File: config.mk
export PLATFORM = sky130hd
export DESIGN_NAME = pwm_hbridge_gen
export DESIGN_NICKNAME = d
export VERILOG_FILES = /design/src/rtl/pwm_hbridge_gen.sv
export SDC_FILE = /design/constraint.sdc
export NUM_CORES = 1
export LEC_CHECK = 0
export ABC_AREA = 1
export ABC_CLOCK_PERIOD_IN_PS = 7400
export BUFFER_PORTS_ARGS = -buffer_cell sky130_fd_sc_hd__clkbuf_2
export CORE_MARGIN = 3
export CORE_UTILIZATION = 50
export DETAILED_ROUTE_END_ITERATION = 10
export GPL_TIMING_DRIVEN = 0
export PLACE_DENSITY = 0.67
export SLEW_MARGIN = 40
export SYNTH_ARGS = -nofsm -noshare
export SYNTH_HDL_FRONTEND = slang
export SYNTH_SLANG_ARGS = --single-unit
File: constraint.sdc
create_clock -name CLK_50M -period 7.4 [get_ports CLK_50M]
set_input_delay 0.74 -clock CLK_50M [delete_from_list [all_inputs] [get_ports CLK_50M]]
set_output_delay 0.74 -clock CLK_50M [all_outputs]
set_load 0.03 [all_outputs]
File: src/rtl/pwm_hbridge_gen.sv
// pwm_hbridge_gen: bipolar H-bridge PWM with per-leg dead-time, run/arm sequencing and latched fault handling.
module pwm_hbridge_gen #(
  parameter int PERIOD   = 2500,
  parameter int DEADTIME = 50,
  parameter int RSTPULSE = 16
) (
  input  logic        CLK_50M,
  input  logic        Rst_n,
  input  logic        run_en,
  input  logic        fault_n,
  input  logic        clr_req,
  input  logic [15:0] duty_cmp,
  input  logic        duty_load,
  output logic        PWM_LH_D,
  output logic        PWM_LL_D,
  output logic        PWM_RH_D,
  output logic        PWM_RL_D,
  output logic        period_sync,
  output logic        Reset_D,
  output logic        running
);
  typedef enum logic [1:0] {IDLE, ARM, RUN, FAULT} top_t;
  typedef enum logic [1:0] {OFF, DT, HI, LO} leg_t;
  localparam logic [15:0] P_LAST  = 16'(PERIOD - 1);
  localparam logic [15:0] P_MAX   = 16'(PERIOD);
  localparam logic [15:0] DT_LAST = 16'(DEADTIME - 1);
  localparam logic [15:0] RP      = 16'(RSTPULSE);
  top_t        top, top_nx;
  leg_t        leg [2];
  leg_t        leg_nx [2];
  logic [15:0] dtc [2];
  logic [15:0] dtc_nx [2];
  logic        dtr [2];
  logic        dtr_nx [2];
  logic [15:0] cnt, cnt_nx, shadow, cmp, rcnt, rcnt_nx;
  logic [1:0]  raw;
  logic        leg_en, clr_ok, counting;
  assign period_sync = cnt == P_LAST;
  assign raw[0]      = cnt < cmp;
  assign raw[1]      = ~raw[0];
  assign clr_ok      = top == FAULT && clr_req && fault_n;
  // legs drop out in the same cycle the top FSM leaves RUN
  assign leg_en      = top == RUN && run_en && fault_n;
  always_comb begin
    top_nx = top;
    if (!fault_n) top_nx = FAULT;
    else
      case (top)
        IDLE:    top_nx = run_en ? ARM : IDLE;
        ARM:     top_nx = !run_en ? IDLE : period_sync ? RUN : ARM;
        RUN:     top_nx = run_en ? RUN : IDLE;
        default: top_nx = clr_req ? IDLE : FAULT;
      endcase
  end
  assign counting = (top == ARM || top == RUN) && (top_nx == ARM || top_nx == RUN);
  assign cnt_nx   = !counting ? 16'd0 : period_sync ? 16'd0 : cnt + 16'd1;
  assign rcnt_nx  = !fault_n ? 16'd0 : clr_ok ? RP : rcnt != 16'd0 ? rcnt - 16'd1 : rcnt;
  // a raw change while in DT restarts the count so no side gets a pulse shorter than the dead-time
  always_comb begin
    for (int i = 0; i < 2; i++) begin
      leg_nx[i] = leg[i];
      dtc_nx[i] = dtc[i];
      dtr_nx[i] = dtr[i];
      if (!leg_en) leg_nx[i] = OFF;
      else if (leg[i] == DT) begin
        if (raw[i] != dtr[i]) begin
          dtc_nx[i] = 16'd0;
          dtr_nx[i] = raw[i];
        end else if (dtc[i] == DT_LAST) leg_nx[i] = raw[i] ? HI : LO;
        else dtc_nx[i] = dtc[i] + 16'd1;
      end else if (leg[i] == OFF || raw[i] != (leg[i] == HI)) begin
        leg_nx[i] = DT;
        dtc_nx[i] = 16'd0;
        dtr_nx[i] = raw[i];
      end
    end
  end
  always_ff @(posedge CLK_50M or negedge Rst_n) begin
    if (!Rst_n) begin
      top      <= IDLE;
      cnt      <= '0;
      shadow   <= '0;
      cmp      <= '0;
      rcnt     <= '0;
      leg      <= '{OFF, OFF};
      dtc      <= '{16'd0, 16'd0};
      dtr      <= '{1'b0, 1'b0};
      PWM_LH_D <= 1'b0;
      PWM_LL_D <= 1'b0;
      PWM_RH_D <= 1'b0;
      PWM_RL_D <= 1'b0;
      Reset_D  <= 1'b0;
      running  <= 1'b0;
    end else begin
      top      <= top_nx;
      cnt      <= cnt_nx;
      shadow   <= duty_load ? (duty_cmp > P_MAX ? P_MAX : duty_cmp) : shadow;
      cmp      <= period_sync ? shadow : cmp;
      rcnt     <= rcnt_nx;
      leg      <= leg_nx;
      dtc      <= dtc_nx;
      dtr      <= dtr_nx;
      PWM_LH_D <= leg_nx[0] == HI;
      PWM_LL_D <= leg_nx[0] == LO;
      PWM_RH_D <= leg_nx[1] == HI;
      PWM_RL_D <= leg_nx[1] == LO;
      Reset_D  <= rcnt_nx != 16'd0;
      running  <= top_nx == RUN;
    end
  end
endmodule

Yosys cells after proc, flatten, opt, wreduce, memory -nomap -nowiden
Cells that the tools add are included.

storage, ports and cells
  output and inout bits = 7
  bits in registers = 110
  logic and storage cells = 107

operators by class
  order comparisons = 2
  reduce and logical (&&, ||, !) cells = 20
  eq/ne operators = 24
  bitwise operators = 1
  mux-type cells = 39
  $add $sub $neg = 4

operators with widths
  cell                     count
  $mux W16                 14
  $add A16 B1 Y16 const B  3
  $eq A16 B6 Y1 const B    2
  $reduce_bool A16 Y1      2
  $mux W2                  15
  $eq A2 B2 Y1 const B     9
  $eq A16 B12 Y1 const B   1
  $gt A16 B12 Y1 const B   1
  $lt A16 B16 Y1           1
  $sub A16 B1 Y16 const B  1
  $reduce_and A3 Y1        4
  $mux W1                  9
  $eq A2 B1 Y1 const B     4
  $logic_not A2 Y1         3
  $ne A3 B3 Y1 const B     2
  $pmux W2 S3              1
  $logic_and A1 B1 Y1      5
  $logic_or A1 B1 Y1       4
  $ne A1 B1 Y1             4
  $ne A2 B1 Y1 const B     2
  $reduce_bool A2 Y1       2
  $not A1 Y1               1

Logic depth before layout (Yosys ltp)
  word-level depth = 9
  depth in mapped cells = 18
  mapped depth without buffers = 17

Least setup slack after synthesis
OpenSTA, ideal clock, no wires.

  kind = reg2reg
  from = register cnt[0]
  to = register cnt[9]
  slack = 4.932 ns
  cell stages (with the launch flop) = 16
  library setup time = 0.088 ns
  clock period less this slack = 2.468 ns
  arrival time = 2.380 ns
  required time = 7.312 ns
  path buffers = 1
  path through = dfrtp_1 ha_1 nand4_1 nor2_1 and2_1 clkbuf_1 inv_1 nor2_1 o31ai_1 nand2_1 ha_1 nor2_1 inv_1 nor2_1 inv_2 nor3b_1

between the ends
  cells in the longest elaborated chain, start to end = 9
  elaborated cells between the ends (all ways) = 12
  those cells by class = add/sub: 1; eq/ne: 3; mux: 6; reduce/logical: 2

ends and longest elaborated chain
  item                                                 line  text
  start: declaration                                   35    logic [15:0] cnt, cnt_nx, shadow, cmp, rcnt, rcnt_nx;
  start signal: assignment                             96    cnt <= cnt_nx;
  $eq A16 B12 Y1 (*)                                   38    assign period_sync = cnt == P_LAST;
  $mux W2 (*) (2 in a row)                             50    ARM: top_nx = !run_en ? IDLE : period_sync ? RUN : ARM;
  $pmux W2 S3 (*)                                      48    case (top)
  $mux W2 (*)                                          46    if (!fault_n) top_nx = FAULT;
  net top_nx[1]                                        28    top_t top, top_nx;
  $eq A2 B1 Y1 / $eq A2 B2 Y1 (equally long branches)  55    assign counting = (top == ARM || top == RUN) && (top_nx == ARM || top_nx == RUN);
  $logic_or A1 B1 Y1 (*)                               55
  $logic_and A1 B1 Y1 (*)                              55
  $mux W16 (*)                                         56    assign cnt_nx = !counting ? 16'd0 : period_sync ? 16'd0 : cnt + 16'd1;
  net cnt_nx[9]                                        35

The timed path passes the listed nets; every way through them passes the cells marked *.
A chain may end at the register's enable or synchronous reset.

Final worst setup path
  from = register cnt[10]
  to = output period_sync

between the ends
  cells in the longest elaborated chain, start to end = 1

ends and longest elaborated chain
  item              line  text
  $eq A16 B12 Y1    38
  end: declaration  18    output logic period_sync,

No other way between the ends.

==> flow_metrics.env <==
export IMPL_syn_area_um2=6420
export IMPL_fin_ws_ns=4.34
export IMPL_dieArea_um2=14200
export IMPL_cts_repair_resized=0
export IMPL_route_met3_wl_um=378
export IMPL_r2r_slack_ns=4.34
export IMPL_place_inst=1016
export IMPL_syn_area_per_cell_um2=7.82
export IMPL_maxUsedRoutingLayer="met4"
export IMPL_hpwlAfterDp_mm=9.51
export IMPL_n_antenna_cell=0
export IMPL_antenna_found_initial=0
export IMPL_synth_top_family_by_area="simple AND/OR/NAND/NOR gates"
export IMPL_grt_pass1_vias=5132
export IMPL_cts_path_max_buffers=2
export IMPL_status="complete, no violations"
export IMPL_placementRows=40
export IMPL_fin_crit_sh_pct=41.4
export IMPL_slew_headroom_pct=65.6
export IMPL_die_w_um=119
export IMPL_clock_sinks=110
export IMPL_ctsHoldBuffers=0
export IMPL_setup_violations=0
export IMPL_cts_root_buf="clkbuf_16"
export IMPL_muxShareOfSynthArea_pct=0
export IMPL_worst_clock_skew_ns=0.00840
export IMPL_synth_seq_cells=110
export IMPL_cts_made_buffers=9
export IMPL_synth_simple_area_share_pct=32.8
export IMPL_grt_ovfl_total=0
export IMPL_layout_nets=909
export IMPL_required_ns=6.66
export IMPL_fin_tns_setup_ns=0
export IMPL_synth_distinct_cells=42
export IMPL_hold_class="in -> async"
export IMPL_synth_compound_area_share_pct=4.54
export IMPL_multiInputGateArea_um2=3110
export IMPL_crit_fanout=10
export IMPL_reg2reg_depth=15
export IMPL_drt_total_wl_mm=13.0
export IMPL_viasPerCell=5.10
export IMPL_drv_slew=0
export IMPL_synth_fa_ha_area_share_pct=5.46
export IMPL_r2r_end="cnt[9]$_DFF_PN0_"
export IMPL_fin_crit_ns=3.06
export IMPL_ys_seq_area_share_pct=42.9
export IMPL_cts_tree="yes"
export IMPL_syn_nets=871
export IMPL_post_drt_wl_per_cell_um=12.6
export IMPL_yosysWarnings=0
export IMPL_endpoint_kind="output port"
export IMPL_whs_ns=0.323
export IMPL_cts_clk_slew_worst_paths_ns=0.07
export IMPL_drtAntennaViolNets=0
export IMPL_r2r_start="cnt[10]$_DFF_PN0_"
export IMPL_max_cap_violations=0
export IMPL_fmax_mhz=326
export IMPL_syn2layout_area_growth_pct=10.7
export IMPL_clock_latency_ns=0.36
export IMPL_synth_xor_area_share_pct=5.73
export IMPL_crit_arrival_ns=2.32
export IMPL_via_count=5261
export IMPL_ir_worst_vdd_uv=126
export IMPL_postCtsSetupRepairBufs=0
export IMPL_critPathLaunchType="register"
export IMPL_setup_worst_path_end="period_sync"
export IMPL_portBuffers=26
export IMPL_wl_met1_mm=6.22
export IMPL_routabilityCongestion=0.908
export IMPL_dr_wl_met2_mm=6.25
export IMPL_firstDrtPassIters=5
export IMPL_grt_max_degree=64
export IMPL_drt_first_iter_violations=335
export IMPL_drc_errors=0
export IMPL_startpoint="cnt[10]$_DFF_PN0_"
export IMPL_power_leakage_nw=3.49
export IMPL_start_util_pct=52.3
export IMPL_pin_count=29
export IMPL_worst_slew_pin_slew_ns=0.514
export IMPL_htree_levels=3
export IMPL_path_class="reg -> out"
export IMPL_grt_setup_unrepaired="false"
export IMPL_powerDensity_nw_per_um2=229
export IMPL_grt_pass1_wl_mm=23.1
export IMPL_synthCells=821
export IMPL_die_h_um=119
export IMPL_post_place_ws_ns=4.39
export IMPL_fillers=1153
export IMPL_regArea_um2=2750
export IMPL_drive_gt1_share_pct=10.4
export IMPL_final_cells=1032
export IMPL_hold_viol_final=0
export IMPL_core_area_um2=12300
export IMPL_grt_total_usage_pct=19.5
per-stage QoR:
| stage | util [%] | instance area, um^2 | total power, W |
|---|---|---|---|
| after CTS | 57.9 | 7100 | 0.00164 |
| after detailed placement | 55.4 | 6800 | 0.00114 |
| after global placement | 55.1 | 6760 | 0.00112 |
| after floorplan | - | 6420 | 0.00103 |
| final | 57.9 | 7100 | 0.00163 |
| after global routing | 57.9 | 7100 | 0.00173 |
flip-flops by register name, summed over array words and instances, names as in the netlist, 2 cells and up:
signal / cells
rcnt: 16
cnt: 16
dtr: 2
dtc: 32
shadow: 16
top: 2
leg: 4
cmp: 16
cells in the mapped netlist (all sizes together):
master  count  share of area, %
xnor2       9               1.2
nor2      126               7.6
o22ai       1             0.098
nor3b       4              0.55
or4         1              0.12
nand3      82               6.9
buf        15               1.8
clkinv      1             0.058
a21oi      22               1.8
nand4      26               2.9
inv       107               6.3
o21ai      30               2.3
o31ai       1              0.12
nor3       24               2.1
nand3b      1              0.12
dfrtp     110                43
o21bai      1              0.12
xor2       33               4.5
nand2     186                12
a31oi       1             0.098
clkbuf      7              0.41
nor4        4              0.49
ha         28               5.5
and2        1             0.098
worst max-delay path, stage by stage (launching register included):
cell and delay (ns):
dfrtp_1 0.45, inv_1 0.13, nand4_1 0.08, nor4_1 0.20, and2_1 0.16, clkbuf_1 0.30
clkbuf_1 0.36, clkbuf_2 0.28
cells by family after synthesis:
family | count (synthesis)
xor gates and xnor gates | 42
buffers and inverters | 130
adders and majority gates | 28
and+or+nand+nor | 455
AOI/OAI and AO/OA | 56
DFF | 110
where the power goes:
| part | total [W] | switching, W | leakage [nW] | internal, W |
|---|---|---|---|---|
| Combinational | 0.000446 | 0.000293 | 1.86 | 0.000153 |
| Clock | 0.000500 | 0.000224 | 0.144 | 0.000276 |
| Sequential | 0.000681 | 0.0000352 | 1.49 | 0.000646 |
| Total | 0.00163 | 0.000552 | 3.49 | 0.00107 |
metal layers:
metal	vias up	GRT usage [%]
li1	2683	-
met1	2499	25.4
met2	68	33.2
met3	11	3.99
met4	0	5.23
met5	-	0
how the worst min path moves through the flow:
stage,startpoint,end,slack (ns),depth (start not counted)
after floorplan,Rst_n,PWM_LH_D$_DFF_PN0_,0.44,0
after global placement,shadow[4]$_DFFE_PN0P_,shadow[4]$_DFFE_PN0P_,0.47,2
after detailed placement,shadow[4]$_DFFE_PN0P_,shadow[4]$_DFFE_PN0P_,0.47,2
after CTS,Rst_n,cnt[2]$_DFF_PN0_,0.33,1
after global routing,Rst_n,PWM_RL_D$_DFF_PN0_,0.35,1
final,Rst_n,rcnt[1]$_DFF_PN0_,0.32,1
cell type report:
| class | count | share of cell area [%] |
|---|---|---|
| clock inverter | 5 | 0.916 |
| tap | 168 | 2.96 |
| timing repair buffer | 27 | 2.34 |
| buffer | 22 | 1.99 |
| clock buffer | 11 | 3.42 |
| multi-input combinational | 581 | 43.8 |
| inverter | 108 | 5.78 |
| sequential | 110 | 38.8 |
cell usage in the layout, fill, tap and decap left out, types with 3 or more instances in the layout:
cell and instances:
nand2_4 5, nand3_2 7, inv_1 102, o21ai_0 27
o21ai_1 3, nor3_2 3, nand3_1 75, xor2_1 33
a21oi_1 21, nor4_1 3, nor3b_1 3, dfrtp_1 110
xnor2_1 9, nand4_1 24, ha_1 28, clkbuf_1 8
nor3_1 21, nor2_1 121, nand2_1 176, clkbuf_2 25
clkbuf_16 9, nor2_2 4, inv_2 3, nand2_2 4
buf_6 6, buf_2 5
Note: power is estimated with default switching activity, not from simulation.
